===== config.mk =====
export PLATFORM = sky130hd
export DESIGN_NAME = pe_array_controller_flat
export DESIGN_NICKNAME = d
export VERILOG_FILES = /design/src/rtl/pe_ctrl_pkg.sv /design/src/rtl/pe_array_controller_if.sv /design/src/rtl/pe_ctrl_watchdog.sv /design/src/rtl/pe_array_controller.sv /design/src/flat_wrapper.sv
export SDC_FILE = /design/constraint.sdc
export NUM_CORES = 1
export LEC_CHECK = 0
export BUFFER_PORTS_ARGS = -buffer_cell sky130_fd_sc_hd__buf_4
export CAP_MARGIN = 40
export CELL_PAD_IN_SITES_DETAIL_PLACEMENT = 1
export CELL_PAD_IN_SITES_GLOBAL_PLACEMENT = 1
export CORE_ASPECT_RATIO = 0.9
export CORE_MARGIN = 3
export CORE_UTILIZATION = 40
export CTS_CLUSTER_DIAMETER = 30
export CTS_CLUSTER_SIZE = 40
export DETAILED_ROUTE_END_ITERATION = 12
export GPL_TIMING_DRIVEN = 1
export PLACE_DENSITY_LB_ADDON = 0.08
export SKIP_LAST_GASP = 1
export SLEW_MARGIN = 5
export SYNTH_ARGS = -nofsm -noshare
export SYNTH_HDL_FRONTEND = slang
export SYNTH_HIERARCHICAL = 1
export SYNTH_SLANG_ARGS = --single-unit

===== constraint.sdc =====
create_clock -name clk -period 1.9 [get_ports clk]
set_clock_uncertainty 0.15 [all_clocks]
set_input_delay 0.38 -clock clk [delete_from_list [all_inputs] [get_ports clk]]
set_output_delay 0.38 -clock clk [all_outputs]
set_load 0.02 [all_outputs]

===== src/rtl/pe_ctrl_pkg.sv =====
// Shared types and defaults for the PE-array row controller.
package pe_ctrl_pkg;

    localparam int NUM_PE_DEF   = 3;
    localparam int IF_WORDS_DEF = 8;

    typedef enum logic [2:0] {
        IDLE,
        LOAD_FILT,
        LOAD_IF,
        START,
        RUN,
        DRAIN,
        FINISH
    } state_t;

    // Counter width for a modulo-n counter; never narrower than one bit.
    function automatic int cnt_width(input int n);
        return (n > 1) ? $clog2(n) : 1;
    endfunction

endpackage


===== src/rtl/pe_array_controller_if.sv =====
// Control/status bundle between the controller (master) and the PE row datapath (slave).
interface pe_array_controller_if #(
    parameter int NUM_PE = pe_ctrl_pkg::NUM_PE_DEF
);
    logic              start_PE;
    logic              mode;
    logic              filt_len;
    logic              stride_len;
    logic              sel_addr_SRAM;
    logic              filt_cnt_en;
    logic              ifg_cnt_en;
    logic [NUM_PE-1:0] ifmap_wen;
    logic              co_onehot;
    logic              co_ifG;
    logic              done_all;
    logic              res_empty;

    modport master (
        output start_PE, mode, filt_len, stride_len, sel_addr_SRAM,
               filt_cnt_en, ifg_cnt_en, ifmap_wen,
        input  co_onehot, co_ifG, done_all, res_empty
    );

    modport slave (
        input  start_PE, mode, filt_len, stride_len, sel_addr_SRAM,
               filt_cnt_en, ifg_cnt_en, ifmap_wen,
        output co_onehot, co_ifG, done_all, res_empty
    );
endinterface


===== src/rtl/pe_ctrl_watchdog.sv =====
// Clearable saturating up-counter; expired is high once the count reaches all-ones.
module pe_ctrl_watchdog #(
    parameter int WIDTH = 12
) (
    input  logic clk,
    input  logic rst,
    input  logic clr,
    input  logic inc,
    output logic expired
);

    logic [WIDTH-1:0] cnt_q;

    assign expired = &cnt_q;

    always_ff @(posedge clk or negedge rst) begin
        if (!rst) begin
            cnt_q <= '0;
        end else if (clr) begin
            cnt_q <= '0;
        end else if (inc && !expired) begin
            cnt_q <= cnt_q + WIDTH'(1);
        end
    end

endmodule


===== src/rtl/pe_array_controller.sv =====
// Sequences the chained-PE row through a convolution job: filter load, per-round
// ifmap load, PE start, completion wait and psum drain.
module pe_array_controller
    import pe_ctrl_pkg::*;
#(
    parameter int NUM_PE      = NUM_PE_DEF,
    parameter int IF_WORDS    = IF_WORDS_DEF,
    parameter int ROUND_W     = 4,
    parameter int DRAIN_QUIET = 4,
    parameter int TIMEOUT_W   = 12
) (
    input  logic                   clk,
    input  logic                   rst,
    input  logic                   start,
    input  logic                   abort,
    input  logic                   cfg_mode,
    input  logic                   cfg_filt_len,
    input  logic                   cfg_stride_len,
    input  logic [ROUND_W-1:0]     cfg_rounds,
    pe_array_controller_if.master  dp,
    output logic                   busy,
    output logic                   job_done,
    output logic                   timeout_err
);

    localparam int WORD_W  = cnt_width(IF_WORDS);
    localparam int PE_W    = cnt_width(NUM_PE);
    localparam int QUIET_W = cnt_width(DRAIN_QUIET);

    localparam logic [WORD_W-1:0]  WORD_LAST  = WORD_W'(IF_WORDS - 1);
    localparam logic [PE_W-1:0]    PE_LAST    = PE_W'(NUM_PE - 1);
    localparam logic [QUIET_W-1:0] QUIET_LAST = QUIET_W'(DRAIN_QUIET - 1);

    state_t               state_q, state_d;
    logic [WORD_W-1:0]    word_cnt_q;
    logic [PE_W-1:0]      pe_idx_q;
    logic [QUIET_W-1:0]   quiet_cnt_q;
    logic [ROUND_W-1:0]   round_cnt_q;
    logic [ROUND_W-1:0]   rounds_q;
    logic                 mode_q, filt_len_q, stride_len_q;
    logic                 ifg_seen_q;
    logic                 timeout_q;

    logic                 accept;
    logic                 abort_now;
    logic                 more_rounds;
    logic [ROUND_W:0]     rounds_eff;
    logic                 wd_clr, wd_inc, wd_expired;
    logic                 to_timeout;
    logic                 drain_exit;
    logic                 filt_en, ifg_en, sel_sram, start_pe, done_pulse;
    logic [NUM_PE-1:0]    wen;

    assign accept    = (state_q == IDLE) && start;
    assign abort_now = abort && (state_q != IDLE);

    // A programmed round count of zero still runs one round.
    assign rounds_eff  = (rounds_q == '0) ? (ROUND_W+1)'(1) : {1'b0, rounds_q};
    assign more_rounds = (({1'b0, round_cnt_q} + (ROUND_W+1)'(1)) < rounds_eff);

    pe_ctrl_watchdog #(.WIDTH(TIMEOUT_W)) u_watchdog (
        .clk     (clk),
        .rst     (rst),
        .clr     (wd_clr),
        .inc     (wd_inc),
        .expired (wd_expired)
    );

    // NOTE: state and counters update with <= so every register samples the
    // pre-edge values; blocking writes here would create order-dependent races.
    always_ff @(posedge clk or negedge rst) begin
        if (!rst) begin
            state_q <= IDLE;
        end else begin
            state_q <= state_d;
        end
    end

    // NOTE: every signal gets a default before the case so no path leaves one
    // unassigned, which would otherwise infer a latch.
    always_comb begin
        state_d    = state_q;
        filt_en    = 1'b0;
        ifg_en     = 1'b0;
        sel_sram   = 1'b0;
        wen        = '0;
        start_pe   = 1'b0;
        done_pulse = 1'b0;
        wd_clr     = 1'b0;
        wd_inc     = 1'b0;
        to_timeout = 1'b0;
        drain_exit = 1'b0;

        unique case (state_q)
            IDLE: begin
                if (start) state_d = LOAD_FILT;
            end
            LOAD_FILT: begin
                filt_en = 1'b1;
                if (dp.co_onehot) state_d = LOAD_IF;
            end
            LOAD_IF: begin
                sel_sram = 1'b1;
                ifg_en   = 1'b1;
                wen      = NUM_PE'(1) << pe_idx_q;
                if (word_cnt_q == WORD_LAST && pe_idx_q == PE_LAST) state_d = START;
            end
            START: begin
                start_pe = 1'b1;
                wd_clr   = 1'b1;
                state_d  = RUN;
            end
            RUN: begin
                wd_inc = 1'b1;
                // Completion takes priority over a watchdog expiring in the same cycle.
                if (dp.done_all) begin
                    state_d = DRAIN;
                end else if (wd_expired) begin
                    to_timeout = 1'b1;
                    state_d    = IDLE;
                end
            end
            DRAIN: begin
                if (dp.res_empty && quiet_cnt_q == QUIET_LAST) begin
                    drain_exit = 1'b1;
                    state_d    = (more_rounds && !(ifg_seen_q || dp.co_ifG)) ? LOAD_IF : FINISH;
                end
            end
            FINISH: begin
                done_pulse = 1'b1;
                state_d    = IDLE;
            end
            default: state_d = IDLE;
        endcase

        if (abort_now) begin
            state_d    = IDLE;
            done_pulse = 1'b0;
            to_timeout = 1'b0;
        end
    end

    always_ff @(posedge clk or negedge rst) begin
        if (!rst) begin
            mode_q       <= 1'b0;
            filt_len_q   <= 1'b0;
            stride_len_q <= 1'b0;
            rounds_q     <= '0;
            round_cnt_q  <= '0;
            ifg_seen_q   <= 1'b0;
            timeout_q    <= 1'b0;
            word_cnt_q   <= '0;
            pe_idx_q     <= '0;
            quiet_cnt_q  <= '0;
        end else begin
            if (accept) begin
                mode_q       <= cfg_mode;
                filt_len_q   <= cfg_filt_len;
                stride_len_q <= cfg_stride_len;
                rounds_q     <= cfg_rounds;
                round_cnt_q  <= '0;
                ifg_seen_q   <= 1'b0;
                timeout_q    <= 1'b0;
            end else begin
                if (dp.co_ifG)  ifg_seen_q  <= 1'b1;
                if (to_timeout) timeout_q   <= 1'b1;
                if (drain_exit) round_cnt_q <= round_cnt_q + ROUND_W'(1);
            end

            // Word/PE pointers wrap to zero after the last PE so a later round restarts cleanly.
            if (accept || abort_now) begin
                word_cnt_q <= '0;
                pe_idx_q   <= '0;
            end else if (state_q == LOAD_IF) begin
                if (word_cnt_q == WORD_LAST) begin
                    word_cnt_q <= '0;
                    pe_idx_q   <= (pe_idx_q == PE_LAST) ? '0 : pe_idx_q + PE_W'(1);
                end else begin
                    word_cnt_q <= word_cnt_q + WORD_W'(1);
                end
            end

            if (state_q != DRAIN || abort || !dp.res_empty) begin
                quiet_cnt_q <= '0;
            end else if (quiet_cnt_q != QUIET_LAST) begin
                quiet_cnt_q <= quiet_cnt_q + QUIET_W'(1);
            end
        end
    end

    assign dp.start_PE      = start_pe;
    assign dp.mode          = mode_q;
    assign dp.filt_len      = filt_len_q;
    assign dp.stride_len    = stride_len_q;
    assign dp.sel_addr_SRAM = sel_sram;
    assign dp.filt_cnt_en   = filt_en;
    assign dp.ifg_cnt_en    = ifg_en;
    assign dp.ifmap_wen     = wen;

    assign busy        = (state_q != IDLE);
    assign job_done    = done_pulse;
    assign timeout_err = timeout_q;

endmodule


===== src/flat_wrapper.sv =====
// flat-port wrapper written by rule: the top's interface ports become plain ports
module pe_array_controller_flat import pe_ctrl_pkg::*;
#(
    parameter int NUM_PE      = NUM_PE_DEF,
    parameter int IF_WORDS    = IF_WORDS_DEF,
    parameter int ROUND_W     = 4,
    parameter int DRAIN_QUIET = 4,
    parameter int TIMEOUT_W   = 12
)
  (clk, rst, start, abort, cfg_mode, cfg_filt_len, cfg_stride_len, cfg_rounds, busy, job_done, timeout_err, dp_start_PE, dp_mode, dp_filt_len, dp_stride_len, dp_sel_addr_SRAM, dp_filt_cnt_en, dp_ifg_cnt_en, dp_ifmap_wen, dp_co_onehot, dp_co_ifG, dp_done_all, dp_res_empty);
  pe_array_controller_if #(.NUM_PE(NUM_PE)) dp_i ();
  input  logic clk;
  input  logic rst;
  input  logic start;
  input  logic abort;
  input  logic cfg_mode;
  input  logic cfg_filt_len;
  input  logic cfg_stride_len;
  input  logic [ROUND_W-1:0] cfg_rounds;
  output logic busy;
  output logic job_done;
  output logic timeout_err;
  output wire logic [$bits(dp_i.start_PE)-1:0] dp_start_PE;
  output wire logic [$bits(dp_i.mode)-1:0] dp_mode;
  output wire logic [$bits(dp_i.filt_len)-1:0] dp_filt_len;
  output wire logic [$bits(dp_i.stride_len)-1:0] dp_stride_len;
  output wire logic [$bits(dp_i.sel_addr_SRAM)-1:0] dp_sel_addr_SRAM;
  output wire logic [$bits(dp_i.filt_cnt_en)-1:0] dp_filt_cnt_en;
  output wire logic [$bits(dp_i.ifg_cnt_en)-1:0] dp_ifg_cnt_en;
  output wire logic [$bits(dp_i.ifmap_wen)-1:0] dp_ifmap_wen;
  input wire logic [$bits(dp_i.co_onehot)-1:0] dp_co_onehot;
  input wire logic [$bits(dp_i.co_ifG)-1:0] dp_co_ifG;
  input wire logic [$bits(dp_i.done_all)-1:0] dp_done_all;
  input wire logic [$bits(dp_i.res_empty)-1:0] dp_res_empty;
  assign dp_start_PE = dp_i.start_PE;
  assign dp_mode = dp_i.mode;
  assign dp_filt_len = dp_i.filt_len;
  assign dp_stride_len = dp_i.stride_len;
  assign dp_sel_addr_SRAM = dp_i.sel_addr_SRAM;
  assign dp_filt_cnt_en = dp_i.filt_cnt_en;
  assign dp_ifg_cnt_en = dp_i.ifg_cnt_en;
  assign dp_ifmap_wen = dp_i.ifmap_wen;
  assign dp_i.co_onehot = dp_co_onehot;
  assign dp_i.co_ifG = dp_co_ifG;
  assign dp_i.done_all = dp_done_all;
  assign dp_i.res_empty = dp_res_empty;
  pe_array_controller #(.NUM_PE(NUM_PE), .IF_WORDS(IF_WORDS), .ROUND_W(ROUND_W), .DRAIN_QUIET(DRAIN_QUIET), .TIMEOUT_W(TIMEOUT_W)) u_core (.clk(clk), .rst(rst), .start(start), .abort(abort), .cfg_mode(cfg_mode), .cfg_filt_len(cfg_filt_len), .cfg_stride_len(cfg_stride_len), .cfg_rounds(cfg_rounds), .dp(dp_i), .busy(busy), .job_done(job_done), .timeout_err(timeout_err));
endmodule

==> results.json, run 1 <==
{
  "hold_viol_final": 0,
  "ys_ff_latch": 35,
  "track_usage": 0.202,
  "synth.distinct_cells": 54,
  "yosys-top-cells-area": "dfrtp_1 43%, ha_1 4.9%, nand2_1 3.3%",
  "yosys_most_used_dff": "dfrtp_1",
  "netlist.top_cell.by_area": "dfrtp_1",
  "die_area_sq_um": 6040,
  "layout.cells.non_filler": 342,
  "fmax_mhz": 477,
  "firstDrtPassIters": 4,
  "grt_pass1_vias": 1955,
  "fin_util": 0.580,
  "violations": "setup timing",
  "period_needed_ns": 2.10,
  "highest-signal-layer": "met4",
  "post-route-period-util": 1.10,
  "crit_slowest_cell": "dfrtp_1",
  "cts.sinks": 35,
  "grt_max_degree": 36,
  "synth_edf_count": 0,
  "crit_fanout": 3,
  "maxCapViolCount": 0,
  "cts_tree": "yes",
  "async_flop_share": 1.00,
  "hold_class": "input pin to register",
  "yosys_warnings": 6,
  "slew_headroom": 0.707,
  "setup_viol": 9,
  "cp_cell_sequence": "and3_4 -> xor2_1 -> ha_2 -> or3_1 -> a211oi_2 -> o211ai_1 -> o221a_1",
  "synth_most_common_cell": "dfrtp_1",
  "synth_area_per_cell_sq_um": 9.90,
  "end_kind": "register",
  "htreeDepth": 2,
  "clk_pin_slew_ns": 0.07,
  "worstPathRequired_ns": 1.92,
  "cts_max_path_buffers": 2,
  "leakage_nw": 1.36,
  "io_pins": 28,
  "wl_met3_microns": 165,
  "synth_top_cell_area_share": 0.426,
  "root_buffer": "clkbuf_8",
  "place_area_sq_um": 2530,
  "critPathKind": "register to register",
  "n_fill_cell": 562,
  "die_w_microns": 81.6,
  "gp_congestion": 0.889,
  "antenna_found_initial": 0,
  "nNetsFinal": 299,
  "grt_pass1_wl_microns": 9530,
  "diodes": 0,
  "finalMaxSlewViolations": 0,
  "drive_gt1_frac": 0.401,
  "worstMarginPinSlew_ns": 0.434,
  "antenna_left": 0,
  "slowest_delay_ns": 0.41,
  "vias": 1894,
  "netlist_area_sq_um": 2060,
  "setup_ws_ns": -0.195,
  "die_y_microns": 74.1,
  "critical_path_arrival_ns": 2.11,
  "wl_met2_microns": 3030,
  "io_buffers": 27,
  "powerDensity_nw_per_um2": 1100,
  "area_growth_pct": 38.0,
  "yosys-top-cells-count": "35 x dfrtp_1, 18 x nand2_1, 17 x nor2_1, 12 x a21oi_1, 9 x inv_1",
  "place_inst": 317,
  "syn-num-nets": 231,
  "row_count": 24,
  "cts-buffers-inserted": 5,
  "grt-ovfl-total": 0,
  "drc_errors": 0,
  "start_kind": "register",
  "wl_per_cell_microns": 17.9,
  "total_power_mw": 3.11,
  "drt-met1-wl_microns": 2840,
  "synth-seq-area-share": 0.426,
  "final_cell_area_sq_um": 2840,
  "drt_iter0_drc": 165,
  "ir_worst_vdd_v": 0.000572,
  "vias_per_cell": 5.54,
  "hpwlAfterDp_microns": 4090,
  "start_util": 0.421,
  "status": "finished, violations left",
  "core_sq_um": 4890,
  "routed_wl_microns": 6120,
  "clock_latency_ns": 0.28,
  "rsz0062_at_grt": "yes",
  "syn-instance-count": 208
}
## sequential cells by signal, summed over array words and instances (netlist names)
register,cells
u_core/rounds_q,4
u_core/round_cnt_q,4
u_core/u_watchdog/cnt_q,12
u_core/ifg_seen_q,1
u_core/timeout_err,1
u_core/dp.mode,1
u_core/word_cnt_q,3
u_core/quiet_cnt_q,2
u_core/state_q,3
u_core/pe_idx_q,2
u_core/dp.filt_len,1
u_core/dp.stride_len,1
## critical path: cells and delay by family (launching register included)
kind            cells  cell delay (ns)
compound gates      3             0.55
xor+xnor            1             0.14
fa+ha+maj           1             0.18
flops               1             0.41
simple gates        2             0.56
## layout by cell type, fill, tap and decap left out, types with 4 or more instances in the layout
master / Yosys / layout
xor2_1: 7 / 7
dfrtp_1: 35 / 34
or3_1: 6 / 5
ha_1: 8 / 5
o21ai_1: 2 / 4
nor2_1: 17 / 17
clkbuf_8: 0 / 5
o21ai_0: 7 / 5
inv_1: 9 / 9
mux2_1: 4 / 4
mux2i_1: 4 / 4
a21oi_1: 12 / 12
nand2_1: 18 / 16
buf_4: 1 / 67
nand4_1: 5 / 5
nor3_1: 8 / 7
## cells by family after synthesis
family,share of synthesized area
and+or+nand+nor,0.250
AOI/OAI and AO/OA,0.145
DFF,0.426
buffers and inverters,0.0523
muxes,0.0486
adders and majority gates,0.0486
xor gates and xnor gates,0.0298
## routing by layer
layer	GRT usage	vias to the layer above
met5	0	-
met4	0.0480	0
met3	0.0436	8
met2	0.328	30
met1	0.276	965
li1	-	891
## path summary, 6_finish.rpt
kind / from / endpoint / slack [ns] / depth (start not counted)
min in group asynchronous: rst / u_core/rounds_q[2]$_DFFE_PN0P_ / 0.44 / 2
min reg2reg: u_core/dp.mode$_DFFE_PN0P_ / u_core/dp.mode$_DFFE_PN0P_ / 0.35 / 1
max reg2reg: u_core/round_cnt_q[0]$_DFFE_PN0P_ / u_core/state_q[2]$_DFFE_PN0P_ / -0.20 / 7
max: u_core/round_cnt_q[0]$_DFFE_PN0P_ / u_core/state_q[2]$_DFFE_PN0P_ / -0.20 / 7
min: cfg_rounds[3] / u_core/rounds_q[3]$_DFFE_PN0P_ / 0.15 / 3
max in group asynchronous: rst / u_core/state_q[1]$_DFFE_PN0P_ / 0.82 / 2
## where the power goes
part           leakage (nW)  switching, mW  internal [mW]
clock                0.0422          0.266          0.258
sequential            0.462          0.136          0.912
combinational         0.860          0.796          0.742
total                  1.36           1.20           1.91
## timing repair
action	4_1_cts	5_1_grt
resized for setup	6	16
pin swaps	6	10
hold buffers	1	0
endpoints found under the setup margin	10	19
hold endpoints to repair	35	0
cloned	0	0
buffers inserted	11	5
## cell type report
cell class              count  area [sq um]  area share
clock inverters             1          5.00     0.00176
clock buffers               7          76.3      0.0269
flip-flops and latches     35           877       0.309
well taps                  65          81.3      0.0286
repair buffers             71           547       0.193
multi-input cells         153          1210       0.428
inverters                  10          38.8      0.0137
## metrics by stage
stage	TNS [ns]	hold slack [ns]	setup WS, ns
after global placement	-0.116	0.209	-0.116
after floorplan	-0.208	-0.0656	-0.0742
after CTS	-0.759	0.138	-0.197
after global routing	-2.08	0.134	-0.297
after detailed placement	-0.249	0.227	-0.223
final	-0.873	0.148	-0.195
No activity file was read; power rests on OpenSTA's default activity.
==> run 2: changes to the inputs <==
- ABC_AREA: unset -> 1
- CORE_UTILIZATION: 40 -> 42
- HOLD_SLACK_MARGIN: unset -> 0.06
- clock period: 1.9 -> 2 ns (I/O delays scaled with it)
==> results.json, run 2 <==
{
  "layout.cells.non_filler": 387,
  "crit_fanout": 10,
  "min_path_cells": 3,
  "cts_max_path_buffers": 2,
  "period_needed_ns": 1.95,
  "start_util": 0.442,
  "htreeDepth": 2,
  "nNetsFinal": 345,
  "synth_top_cell_area_share": 0.403,
  "cts_tree": "yes",
  "hold_class": "input pin to register",
  "synth-seq-area-share": 0.403,
  "slowest_delay_ns": 0.46,
  "die_area_sq_um": 6080,
  "start_kind": "register",
  "cts-buffers-inserted": 5,
  "total_power_mw": 2.99,
  "hold_start": "cfg_filt_len",
  "reg2reg_from": "u_core/round_cnt_q[0]$_DFFE_PN0P_",
  "track_usage": 0.190,
  "antenna_found_initial": 0,
  "largest_register_ffs": 12,
  "cts.sinks": 35,
  "drc_errors": 0,
  "slew_headroom": 0.688,
  "netlist.top_cell.by_area": "dfrtp_1",
  "critPathKind": "register to primary output",
  "row_count": 24,
  "io_pins": 28,
  "worstMarginPinSlew_ns": 0.468,
  "worstPathRequired_ns": 1.45,
  "drt_iter0_drc": 40,
  "yosys_warnings": 6,
  "post-route-period-util": 0.973,
  "finalMaxSlewViolations": 0,
  "worst-r2r-cell-count": 9,
  "powerDensity_nw_per_um2": 1130,
  "async_flop_share": 1.00,
  "grt_max_degree": 36,
  "clk_pin_slew_ns": 0.08,
  "final_cell_mix": "70 x nand2_1, 38 x inv_1, 36 x buf_4, 33 x dfrtp_1, 32 x nand3_1",
  "io_buffers": 27,
  "maxCapViolCount": 0,
  "hold_viol_final": 0,
  "cp_cell_sequence": "nor2_4 -> nand2_8 -> nor3_4 -> buf_4",
  "critical_path_arrival_ns": 1.40,
  "hpwlAfterDp_microns": 4030,
  "diodes": 0,
  "clock_latency_ns": 0.29,
  "reg_top3": "u_core/u_watchdog/cnt_q x12, u_core/round_cnt_q x4, u_core/rounds_q x4",
  "setup_viol": 0,
  "yosys-top-cells-count": "70 x nand2_1, 38 x inv_1, 35 x dfrtp_1, 32 x nand3_1, 19 x nor2_1",
  "yosys-top-cells-area": "dfrtp_1 40%, nand2_1 12%, nand3_1 7.4%",
  "root_buffer": "clkbuf_8",
  "r2r_end": "u_core/state_q[2]$_DFFE_PN0P_",
  "netlist_area_sq_um": 2180,
  "leakage_nw": 1.29,
  "die_w_microns": 81.9,
  "vias_per_cell": 5.07,
  "ys_ff_latch": 35,
  "syn-num-nets": 306,
  "routed_wl_microns": 5460,
  "fin_util": 0.535,
  "crit_slowest_cell": "dfrtp_2",
  "end_kind": "primary output",
  "synth.distinct_cells": 34,
  "antenna_left": 0,
  "r2r_slack_ns": 0.07,
  "fmax_mhz": 514,
  "grt-ovfl-total": 0,
  "yosys_most_used_dff": "dfrtp_1",
  "syn-instance-count": 283,
  "regMostFlops": "u_core/u_watchdog/cnt_q",
  "vias": 1964,
  "ir_worst_vdd_v": 0.000484,
  "holdPathEnd": "u_core/dp.filt_len$_DFFE_PN0P_",
  "area_growth_pct": 21.2,
  "synth_edf_count": 0,
  "drive_gt1_frac": 0.245,
  "core_sq_um": 4920,
  "firstDrtPassIters": 4,
  "grt_pass1_wl_microns": 8910,
  "place_inst": 375,
  "wl_per_cell_microns": 14.1,
  "grt_pass1_vias": 1941,
  "status": "finished clean",
  "die_y_microns": 74.3,
  "final_common_cell": "nand2_1",
  "gp_congestion": 0.761,
  "synth_most_common_cell": "nand2_1",
  "synth_area_per_cell_sq_um": 7.69
}
[run 2: timing repair]
action | in CTS | in global routing
endpoints found under the setup margin | 2 | 5
endpoints found under the hold margin | 35 | 0
resized for setup | 3 | 7
hold buffers | 1 | 0
buffers inserted | 0 | 4
gates cloned | 0 | 0
pin swaps | 0 | 2
[run 2: logic make-up after synthesis]
| family | Yosys count | share of synthesized area |
|---|---|---|
| buf+inv | 48 | 0.0955 |
| simple gates | 154 | 0.351 |
| compound gates | 34 | 0.0886 |
| flops | 35 | 0.403 |
| fa+ha+maj | 8 | 0.0460 |
| xor+xnor | 4 | 0.0161 |
[run 2: final cells by class]
cell class	instances	area [sq um]
Clock buffer	5	68.8
Sequential cell	35	878
Timing Repair Buffer	37	280
Clock inverter	2	37.5
Inverter	43	161
Tap cell	65	81.3
Fill cell	639	2290
Multi-Input combinational cell	200	1130
[run 2: metal layers]
| layer | vias to the layer above | GRT usage | wire length [microns] |
|---|---|---|---|
| met1 | 944 | 0.248 | 2520 |
| li1 | 992 | - | - |
| met3 | 5 | 0.0400 | 154 |
| met5 | - | 0 | 0 |
| met2 | 23 | 0.318 | 2730 |
| met4 | 0 | 0.0554 | 55 |
[run 2: worst max path at each step]
stage                                            from                             to  cells past startpoint
floorplan               u_core/state_q[0]$_DFFE_PN0P_                dp_ifmap_wen[0]                      4
global placement    u_core/round_cnt_q[0]$_DFFE_PN0P_  u_core/state_q[2]$_DFFE_PN0P_                      9
detailed placement  u_core/round_cnt_q[0]$_DFFE_PN0P_  u_core/state_q[2]$_DFFE_PN0P_                      9
CTS                     u_core/state_q[2]$_DFFE_PN0P_                dp_ifmap_wen[0]                      4
global route            u_core/state_q[2]$_DFFE_PN0P_                dp_ifmap_wen[0]                      4
finish                  u_core/state_q[2]$_DFFE_PN0P_                dp_ifmap_wen[0]                      4
[run 2: stage by stage]
step	setup WS [ns]	hold slack, ns	TNS (ns)	area (sq um)
after floorplan	0.198	-0.0456	0	2180
after global placement	0.182	0.236	0	2450
after detailed placement	0.0591	0.242	0	2450
after CTS	-0.00643	0.149	-0.00643	2580
after global routing	-0.0119	0.149	-0.0119	2640
final	0.0533	0.158	0	2640
[run 2: where the power goes]
part | total [mW] | internal, mW | switching [mW]
sequential | 1.00 | 0.872 | 0.129
combinational | 1.37 | 0.500 | 0.869
clock | 0.619 | 0.364 | 0.255
total | 2.99 | 1.74 | 1.25
[run 2: worst max-delay path: cells and delay by family (launching register included)]
kind / cells / cell delay [ns]
simple gates: 3 / 0.47
buf+inv: 1 / 0.18
flops: 1 / 0.46
